## src/rtl/rx_crc_if.sv

```systemverilog
// Bus bundle for the receive-side CRC checker: codeword/start/clear in,
// status, result and monitoring counters out.
interface rx_crc_if #(
  parameter int unsigned DATA_LENGTH   = 32,
  parameter int unsigned CRC_LENGTH    = 8,
  parameter int unsigned CNT_WIDTH     = 6,
  parameter int unsigned ERR_CNT_WIDTH = 16
) ();

  logic [DATA_LENGTH+CRC_LENGTH-1:0] rx_crc_i;
  logic                              rx_crc_start;
  logic                              rx_crc_err_clr;
  logic                              rx_crc_busy;
  logic                              rx_crc_vld;
  logic                              rx_crc_err;
  logic [CRC_LENGTH-1:0]             rx_crc_syndrome;
  logic [DATA_LENGTH-1:0]            rx_crc_data;
  logic [CNT_WIDTH-1:0]              rx_crc_cnt;
  logic [ERR_CNT_WIDTH-1:0]          rx_crc_err_cnt;

  // Driver side (source of codewords)
  modport master (
    output rx_crc_i,
    output rx_crc_start,
    output rx_crc_err_clr,
    input  rx_crc_busy,
    input  rx_crc_vld,
    input  rx_crc_err,
    input  rx_crc_syndrome,
    input  rx_crc_data,
    input  rx_crc_cnt,
    input  rx_crc_err_cnt
  );

  // Checker side
  modport slave (
    input  rx_crc_i,
    input  rx_crc_start,
    input  rx_crc_err_clr,
    output rx_crc_busy,
    output rx_crc_vld,
    output rx_crc_err,
    output rx_crc_syndrome,
    output rx_crc_data,
    output rx_crc_cnt,
    output rx_crc_err_cnt
  );

endinterface

```

## src/rtl/rx_crc.sv

```systemverilog
// Receive-side CRC checker. Divides the whole {data, crc} codeword bit-serially
// by the generator polynomial, one data bit per clock; a zero remainder means
// the codeword is intact. Keeps the recovered data, the syndrome and a
// saturating count of failed codewords.
module rx_crc #(
  parameter int unsigned            DATA_LENGTH   = 32,
  parameter int unsigned            CRC_LENGTH    = 8,
  parameter logic [CRC_LENGTH-1:0]  CRC_POLY      = 'h07,
  parameter int unsigned            CNT_WIDTH     = 6,
  parameter int unsigned            ERR_CNT_WIDTH = 16
) (
  input  logic     clk,
  input  logic     rst_n,
  rx_crc_if.slave  bus
);

  localparam int unsigned W = DATA_LENGTH + CRC_LENGTH;

  localparam logic [1:0] S_IDLE = 2'd0;
  localparam logic [1:0] S_CALC = 2'd1;
  localparam logic [1:0] S_DONE = 2'd2;

  localparam logic [CNT_WIDTH-1:0] LAST_CNT = CNT_WIDTH'(DATA_LENGTH - 1);

  logic [1:0]               state_q, state_d;
  logic [W-1:0]             sr_q, sr_d;
  logic [DATA_LENGTH-1:0]   data_q, data_d;
  logic [CNT_WIDTH-1:0]     cnt_q, cnt_d;
  logic                     err_q, err_d;
  logic                     vld_q, vld_d;
  logic [ERR_CNT_WIDTH-1:0] err_cnt_q, err_cnt_d;

  logic [W-1:0]             sr_step;
  logic [CRC_LENGTH-1:0]    rem_step;

  // One division step: fold the polynomial into the remainder window when the
  // leading bit is set, while the data bits march up underneath it.
  always_comb begin
    rem_step = sr_q[W-1] ? (sr_q[W-2 -: CRC_LENGTH] ^ CRC_POLY)
                         : sr_q[W-2 -: CRC_LENGTH];
    sr_step  = {rem_step, sr_q[DATA_LENGTH-2:0], 1'b0};
  end

  // Control and datapath next-state; a start always wins, even over the vld
  // that would otherwise be produced on the same edge.
  always_comb begin
    state_d = state_q;
    sr_d    = sr_q;
    data_d  = data_q;
    cnt_d   = cnt_q;
    err_d   = err_q;
    vld_d   = 1'b0;
    if (bus.rx_crc_start) begin
      sr_d    = bus.rx_crc_i;
      data_d  = bus.rx_crc_i[W-1 -: DATA_LENGTH];
      cnt_d   = '0;
      err_d   = 1'b0;
      state_d = S_CALC;
    end else begin
      case (state_q)
        S_CALC: begin
          sr_d  = sr_step;
          cnt_d = cnt_q + 1'b1;
          if (cnt_q == LAST_CNT) begin
            state_d = S_DONE;
            vld_d   = 1'b1;
            err_d   = |rem_step;
          end
        end
        S_DONE:  state_d = S_DONE;
        S_IDLE:  state_d = S_IDLE;
        default: state_d = S_IDLE;
      endcase
    end
  end

  // Failed-codeword counter: clear beats increment, increment stops at all-ones.
  always_comb begin
    err_cnt_d = err_cnt_q;
    if (bus.rx_crc_err_clr) begin
      err_cnt_d = '0;
    end else if (vld_q && err_q && (err_cnt_q != '1)) begin
      err_cnt_d = err_cnt_q + 1'b1;
    end
  end

  // State and datapath registers
  always_ff @(posedge clk or negedge rst_n) begin
    if (!rst_n) begin
      state_q   <= S_IDLE;
      sr_q      <= '0;
      data_q    <= '0;
      cnt_q     <= '0;
      err_q     <= 1'b0;
      vld_q     <= 1'b0;
      err_cnt_q <= '0;
    end else begin
      state_q   <= state_d;
      sr_q      <= sr_d;
      data_q    <= data_d;
      cnt_q     <= cnt_d;
      err_q     <= err_d;
      vld_q     <= vld_d;
      err_cnt_q <= err_cnt_d;
    end
  end

  assign bus.rx_crc_busy     = (state_q == S_CALC);
  assign bus.rx_crc_vld      = vld_q;
  assign bus.rx_crc_err      = err_q;
  assign bus.rx_crc_syndrome = (state_q == S_DONE) ? sr_q[W-1 -: CRC_LENGTH] : '0;
  assign bus.rx_crc_data     = data_q;
  assign bus.rx_crc_cnt      = cnt_q;
  assign bus.rx_crc_err_cnt  = err_cnt_q;

endmodule
```

## src/flat_wrapper.sv

```systemverilog
// flat-port wrapper written by rule: the top's interface ports become plain ports
module rx_crc_flat 
#(
  parameter int unsigned            DATA_LENGTH   = 32,
  parameter int unsigned            CRC_LENGTH    = 8,
  parameter logic [CRC_LENGTH-1:0]  CRC_POLY      = 'h07,
  parameter int unsigned            CNT_WIDTH     = 6,
  parameter int unsigned            ERR_CNT_WIDTH = 16
)
  (clk, rst_n, bus_rx_crc_i, bus_rx_crc_start, bus_rx_crc_err_clr, bus_rx_crc_busy, bus_rx_crc_vld, bus_rx_crc_err, bus_rx_crc_syndrome, bus_rx_crc_data, bus_rx_crc_cnt, bus_rx_crc_err_cnt);
  rx_crc_if #(.DATA_LENGTH(DATA_LENGTH), .CRC_LENGTH(CRC_LENGTH), .CNT_WIDTH(CNT_WIDTH), .ERR_CNT_WIDTH(ERR_CNT_WIDTH)) bus_i ();
  input  logic clk;
  input  logic rst_n;
  input wire logic [$bits(bus_i.rx_crc_i)-1:0] bus_rx_crc_i;
  input wire logic [$bits(bus_i.rx_crc_start)-1:0] bus_rx_crc_start;
  input wire logic [$bits(bus_i.rx_crc_err_clr)-1:0] bus_rx_crc_err_clr;
  output wire logic [$bits(bus_i.rx_crc_busy)-1:0] bus_rx_crc_busy;
  output wire logic [$bits(bus_i.rx_crc_vld)-1:0] bus_rx_crc_vld;
  output wire logic [$bits(bus_i.rx_crc_err)-1:0] bus_rx_crc_err;
  output wire logic [$bits(bus_i.rx_crc_syndrome)-1:0] bus_rx_crc_syndrome;
  output wire logic [$bits(bus_i.rx_crc_data)-1:0] bus_rx_crc_data;
  output wire logic [$bits(bus_i.rx_crc_cnt)-1:0] bus_rx_crc_cnt;
  output wire logic [$bits(bus_i.rx_crc_err_cnt)-1:0] bus_rx_crc_err_cnt;
  assign bus_i.rx_crc_i = bus_rx_crc_i;
  assign bus_i.rx_crc_start = bus_rx_crc_start;
  assign bus_i.rx_crc_err_clr = bus_rx_crc_err_clr;
  assign bus_rx_crc_busy = bus_i.rx_crc_busy;
  assign bus_rx_crc_vld = bus_i.rx_crc_vld;
  assign bus_rx_crc_err = bus_i.rx_crc_err;
  assign bus_rx_crc_syndrome = bus_i.rx_crc_syndrome;
  assign bus_rx_crc_data = bus_i.rx_crc_data;
  assign bus_rx_crc_cnt = bus_i.rx_crc_cnt;
  assign bus_rx_crc_err_cnt = bus_i.rx_crc_err_cnt;
  rx_crc #(.DATA_LENGTH(DATA_LENGTH), .CRC_LENGTH(CRC_LENGTH), .CRC_POLY(CRC_POLY), .CNT_WIDTH(CNT_WIDTH), .ERR_CNT_WIDTH(ERR_CNT_WIDTH)) u_core (.clk(clk), .rst_n(rst_n), .bus(bus_i));
endmodule
```

## config.mk

```make
export PLATFORM = sky130hd
export DESIGN_NAME = rx_crc_flat
export DESIGN_NICKNAME = d
export VERILOG_FILES = /design/src/rtl/rx_crc_if.sv /design/src/rtl/rx_crc.sv /design/src/flat_wrapper.sv
export SDC_FILE = /design/constraint.sdc
export NUM_CORES = 1
export LEC_CHECK = 0
export BUFFER_PORTS_ARGS = -buffer_cell sky130_fd_sc_hd__buf_2
export CAP_MARGIN = 30
export CORE_MARGIN = 2
export CORE_UTILIZATION = 57
export CTS_CLUSTER_SIZE = 16
export DETAILED_ROUTE_END_ITERATION = 16
export GPL_TIMING_DRIVEN = 0
export PLACE_DENSITY = 0.88
export SETUP_SLACK_MARGIN = 0.5
export SYNTH_ARGS = -nofsm -noshare
export SYNTH_HDL_FRONTEND = slang
export SYNTH_SLANG_ARGS = --single-unit
```

## constraint.sdc

```tcl
create_clock -name clk -period 2.59 [get_ports clk]
set_input_delay 0.518 -clock clk [delete_from_list [all_inputs] [get_ports clk]]
set_output_delay 0.518 -clock clk [all_outputs]
set_load 0.03 [all_outputs]
```

==> After elaboration in Yosys (flattened, before gate mapping) <==
Cells that the tools add are included.
{ "totals": {"reg_bits": 98, "inputBits": 44, "out_inout_bits": 65, "word_cells": 39} }
{ "op_classes": {"addsub": 2, "n_eq_ne": 5, "mux": 17, "bitwise_logic": 1, "reduce_logical": 7} }
{ "op_table": {"columns": ["op", "count"], "rows": [
  ["two-way mux 40 bit", 2],
  ["two-way mux 16 bit", 2],
  ["adder 16 x 1 -> 16 bit, second input constant", 1],
  ["inequality test 16 bit, second input constant", 1],
  ["two-way mux 6 bit", 2],
  ["two-way mux 8 bit", 1],
  ["OR reduction 8 bit", 1],
  ["adder 6 x 1 -> 6 bit, second input constant", 1],
  ["== test 6 x 5 -> 1 bit, second input constant", 1],
  ["two-way mux 1 bit", 6],
  ["nonzero test 2 bit", 3],
  ["two-way mux 2 bit", 2],
  ["case mux 2 bit (2 select lines)", 1],
  ["two-way mux 3 bit", 1],
  ["inequality test 3 x 2 -> 1 bit, second input constant", 1],
  ["inverter 3 bit", 1],
  ["== test 2 x 1 -> 1 bit, second input constant", 1],
  ["== test 2 bit, second input constant", 1],
  ["logical AND 1 bit", 2],
  ["AND reduction 2 bit", 1]
]} }

==> Depth between registers and ports, before layout <==
{ "depth": {"depth_word": 6, "mapped_depth": 6} }

==> Worst setup path after synthesis <==
OpenSTA, ideal clock, no wires.
{ "synth_path": {"kind": "register to register", "start": "register u_core.err_cnt_q[0], in the netlist u_core.bus.rx_crc_err_cnt[0]", "end": "register u_core.err_cnt_q[7], in the netlist u_core.bus.rx_crc_err_cnt[7]", "setup_ns": 0.128, "arrival_ns": 1.672, "t_required_ns": 2.462, "path_slack_ns": 0.791, "stages_incl_launch_ff": 6, "n_path_buf": 0, "synth_period_minus_slack_ns": 1.799, "cell_sequence": "dfrtp_1 > ha_1 > nand4_1 > nor4_4 > nor4_1 > mux2_1"} }
{ "synth_between": {"elab_chain_len": 3} }
{ "synth_lines": {"columns": ["item", "line_no", "source"], "rows": [
  ["start, declared", "rx_crc.sv:31", "logic [ERR_CNT_WIDTH-1:0] err_cnt_q, err_cnt_d;"],
  ["start signal, assigned", "rx_crc.sv:104", "err_cnt_q <= err_cnt_d;"],
  ["adder 16 x 1 -> 16 bit or inequality test 16 bit (tied branches)", "rx_crc.sv:83, rx_crc.sv:82", null],
  ["two-way mux 16 bit or logical AND 1 bit (tied branches)", "rx_crc.sv:82", "end else if (vld_q && err_q && (err_cnt_q != '1)) begin"],
  ["two-way mux 16 bit or nonzero test 2 bit (tied branches)", null, null]
]} }
Several ways; a longest one is shown, not always the timed one. The select of a mux whose other input is x is not followed.
A chain may end at the register's enable or synchronous reset.

==> Worst setup path after layout <==
{ "layout_path": {"start": "register u_core.state_q[0]", "end": "output bus_rx_crc_syndrome[2]"} }
{ "layout_between": {"elab_chain_len": 2} }
{ "layout_lines": {"columns": ["item", "line_no", "source"], "rows": [
  ["start, declared", "rx_crc.sv:25", "logic [1:0] state_q, state_d;"],
  ["start signal, assigned", "rx_crc.sv:98", "state_q <= state_d;"],
  ["== test 2 bit", "rx_crc.sv:111", "assign bus.rx_crc_syndrome = (state_q == S_DONE) ? sr_q[W-1 -: CRC_LENGTH] : '0;"],
  ["two-way mux 8 bit", "rx_crc.sv:111", null],
  ["end, declared", "flat_wrapper.sv:20", "output wire logic [$bits(bus_i.rx_crc_syndrome)-1:0] bus_rx_crc_syndrome;"]
]} }
Every way passes these cells.

==> summary.txt <==
Status
  – Outcome: finished clean

Timing
  – Final worst path period share: 0.7660
  – Final setup vio count: 0
  – Final worst slack: a little over 0.6 ns
  – Fmax: 504.0 MHz
  – WHS: 0.1216 ns
  – Final min period: 1.984 ns
  – Skew final: around 0.013 ns
  – Fin. max-slew vios: 0
  – Least-Margin Pin Slew: 0.5468 ns
  – Final Hold Fails: 0
  – Slew HR: 0.6326
  – Setup TNS: 0 ns
  – RSZ-0062 raised after global routing: false

Yosys
  – Synth area leader: dfrtp_1
  – Sequential area share after synthesis: 0.5575
  – Mean Syn Cell Area: between 10 and 15 µm²
  – Async SR Flop Fraction: 1.000
  – Post-synthesis cell type count: 41
  – Yosys reg bits: just under 100
  – Top cell type's share of synthesized area: 0.5575
  – Syn Std Cell Area: 4399 µm²
  – Top cells by area, synth: dfrtp_1 (56%), o21ai_0 (9.0%), mux2i_1 (8.6%)
  – Most common flop cell mapped by yosys: dfrtp_1
  – Syn_nets: between 400 and 500
  – Number of synthesized flops with an enable pin: 0
  – YS warnings: 0
  – Cells after Synth: about 430

Power and ir drop
  – Logic gate share of total power: 0.259
  – Sw Pwr: 1.266 mW
  – Power Internal: 2.458 mW
  – Pwr Density: a little over 700 nW/µm²
  – Net Sw Frac: 0.3399
  – Reg power frac: 0.499
  – Clock share of power: 0.242
  – VDD IR max: ~0.43 mV
  – Pleak: ~2.7 nW

Floorplanning
  – Starting density of the core: 0.5783
  – Die W: between 90 and 100 µm
  – Core Footprint: ~7600 µm²
  – Ports: 109
  – Die Y: between 90 and 100 µm
  – Die area: 8436 µm²
  – Row cnt: 32

Critical path
  – Worst path cell trace: inv_1 -> ha_1 -> and2_1 -> buf_2
  – Crit path capture type: output pin
  – Reg2Reg Setup Slack: approximately 0.77 ns
  – R2R Path End: u_core.bus.rx_crc_err_cnt[7]
  – Crit-path max cell delay: slightly below 0.4 ns
  – Critical path peak fanout: 8
  – Crit Path Category: flip-flop to output pin
  – Critical Path Source Type: flip-flop
  – Worst r2r path cells: 5
  – Critical Path RT: 2.07 ns
  – Worst Path Arrival: 1.47 ns
  – CP max-delay cell: dfrtp_1
  – Origin of the worst setup path: u_core.state_q[0]
  – Reg-to-Reg Start: u_core.bus.rx_crc_err_cnt[0]

Drt
  – WL/cell: 14.75 µm
  – Post-Route WL: a little under 10 mm
  – DR vias/cell: between 5 and 6
  – ANT nets after route: 0
  – Drt first pass iters: 5
  – Drc violations: 0
  – Vias: 3640
  – Iter 0 DRT Violations: about 180

Finish
  – Layout area overhead: 19.77%
  – Antenna cells: 0
  – Nets: 598
  – Most frequent cells in the layout: buf_2 (110), dfrtp_1 (98), o21ai_0 (79), nand2_1 (55), mux2i_1 (38)
  – Post-Layout Cell Count: ~660
  – Share of cells above drive strength 1: 0.2468
  – Commonest non-fill, non-tap cell in the layout: buf_2
  – Post-layout util: 0.6926

Clock tree
  – Clk_lat worst skew: about 0.36 ns
  – Clock Tree Root: clkbuf_8
  – Clk buf depth: 2
  – Post-CTS setup buffers: 0
  – Post-cts resize count: 0
  – Clock sink count: 98
  – # H-tree levels: 3
  – CTS tree: built
  – # hold bufs at CTS: 0
  – Clk pin slew, worst setup/hold paths: 0.09 ns
  – CTS Buf Count: 9

Global routing
  – First-pass GRT wire length: 16.37 mm
  – Vias in the first global route: ~3500
  – Total GRT Usage: 0.2421
  – Initial antenna violation count: 0
  – Largest net degree at the start of global routing: 63
  – Total grt overflow: 0

Place
  – Routability cong.: 0.8596
  – Final HPWL DP: 7.088 mm
  – Dpl ws: ~0.8 ns
  – Port Buffers: about 110
  – Dpl cells: between 600 and 700

Run
  – Reported max-cap violation count: 0

Hold path
  – Worst min path class: primary input to async pin
-- layer usage --
metal	track usage	wire length, µm	share of wire	up-vias
met5	0	0	0	-
met4	0.05846	84	0.0087	0
met3	0.05752	786	0.081	9
met2	0.3891	4672	0.48	153
met1	0.3369	4150	0.43	1753
li1	-	-	-	1725
-- sequential cells by signal, summed over array words and instances, names as in the netlist --
name / count
u_core.bus.rx_crc_cnt: 6
u_core.bus.rx_crc_data: 32
u_core.bus.rx_crc_err: 1
u_core.bus.rx_crc_err_cnt: 16
u_core.bus.rx_crc_vld: 1
u_core.sr_q: 40
u_core.state_q: 2
-- power groups by stage --
stage | clock network (mW) | logic [mW] | registers (mW)
after detailed placement | 0 | 0.967 | 1.88
after global placement | 0 | 0.928 | 1.87
after floorplan | 0 | 0.586 | 1.97
after global routing | 0.980 | 1.07 | 1.88
after CTS | 0.922 | 0.973 | 1.86
final | 0.902 | 0.965 | 1.86
-- cell usage after synthesis (2+ instances only) --
library cell  number
dfrtp_1           98
o21ai_0           79
nand2_1           55
mux2i_1           38
inv_1             37
clkbuf_1          15
a21oi_1           11
nor2_1            11
and2_1             8
or3_1              7
nand3_1            6
nand4_1            6
o31ai_1            6
or4_1              6
xnor2_1            5
buf_2              4
ha_1               4
a211oi_1           3
o21ai_1            3
xor2_1             3
and3_4             2
and4_1             2
nand2b_1           2
nor3_1             2
nor4_1             2
-- worst max path at each step --
stage | to | slack [ns] | depth (start not counted)
after detailed placement | u_core.sr_q[25] | 0.79 | 6
after floorplan | u_core.bus.rx_crc_err_cnt[7] | 0.79 | 5
after CTS | bus_rx_crc_syndrome[2] | 0.60 | 4
final | bus_rx_crc_syndrome[2] | 0.61 | 4
after global routing | bus_rx_crc_syndrome[2] | 0.52 | 4
after global placement | u_core.bus.rx_crc_data[2] | 0.08 | 1
-- kinds of logic (layout without fill, tap and decap cells) --
logic type               count (synthesis)  after routing  share of synthesized area
AO/OA/AOI/OAI                          109            109                     0.1357
buffers and inverters                   58            182                    0.05233
AND/OR/NAND/NOR                        115            115                     0.1382
XOR/XNOR                                 8              8                    0.01593
multiplexers                            39             39                    0.08902
flip-flops                              98             98                     0.5575
adder cells (fa/ha/maj)                  4              4                    0.01138
-- area by class of cell --
cell class                 instances  area (µm²)
sequential                        98        2452
fill                             579        2338
multi-input combinational        275        1717
timing repair buffer             108       565.5
inverter                          37       138.9
tap                              102       127.6
clock buffer                       9       123.9
buffer                            21       91.34
clock inverter                     7       52.55
-- worst max-delay path, delay by kind of cell, from the launching register on --
family	cells	cell delay, ns
and+or+nand+nor	1	0.19
DFF	1	0.39
adders and majority gates	1	0.25
buffers and inverters	2	0.28
-- through the flow --
step / instance area [µm²] / power [mW]
after floorplan: 4399 / 2.559
after global placement: 5062 / 2.803
after detailed placement: 5092 / 2.851
after CTS: 5269 / 3.750
after global routing: 5269 / 3.933
final: 5269 / 3.724
Power figures use the tool's default switching activity.
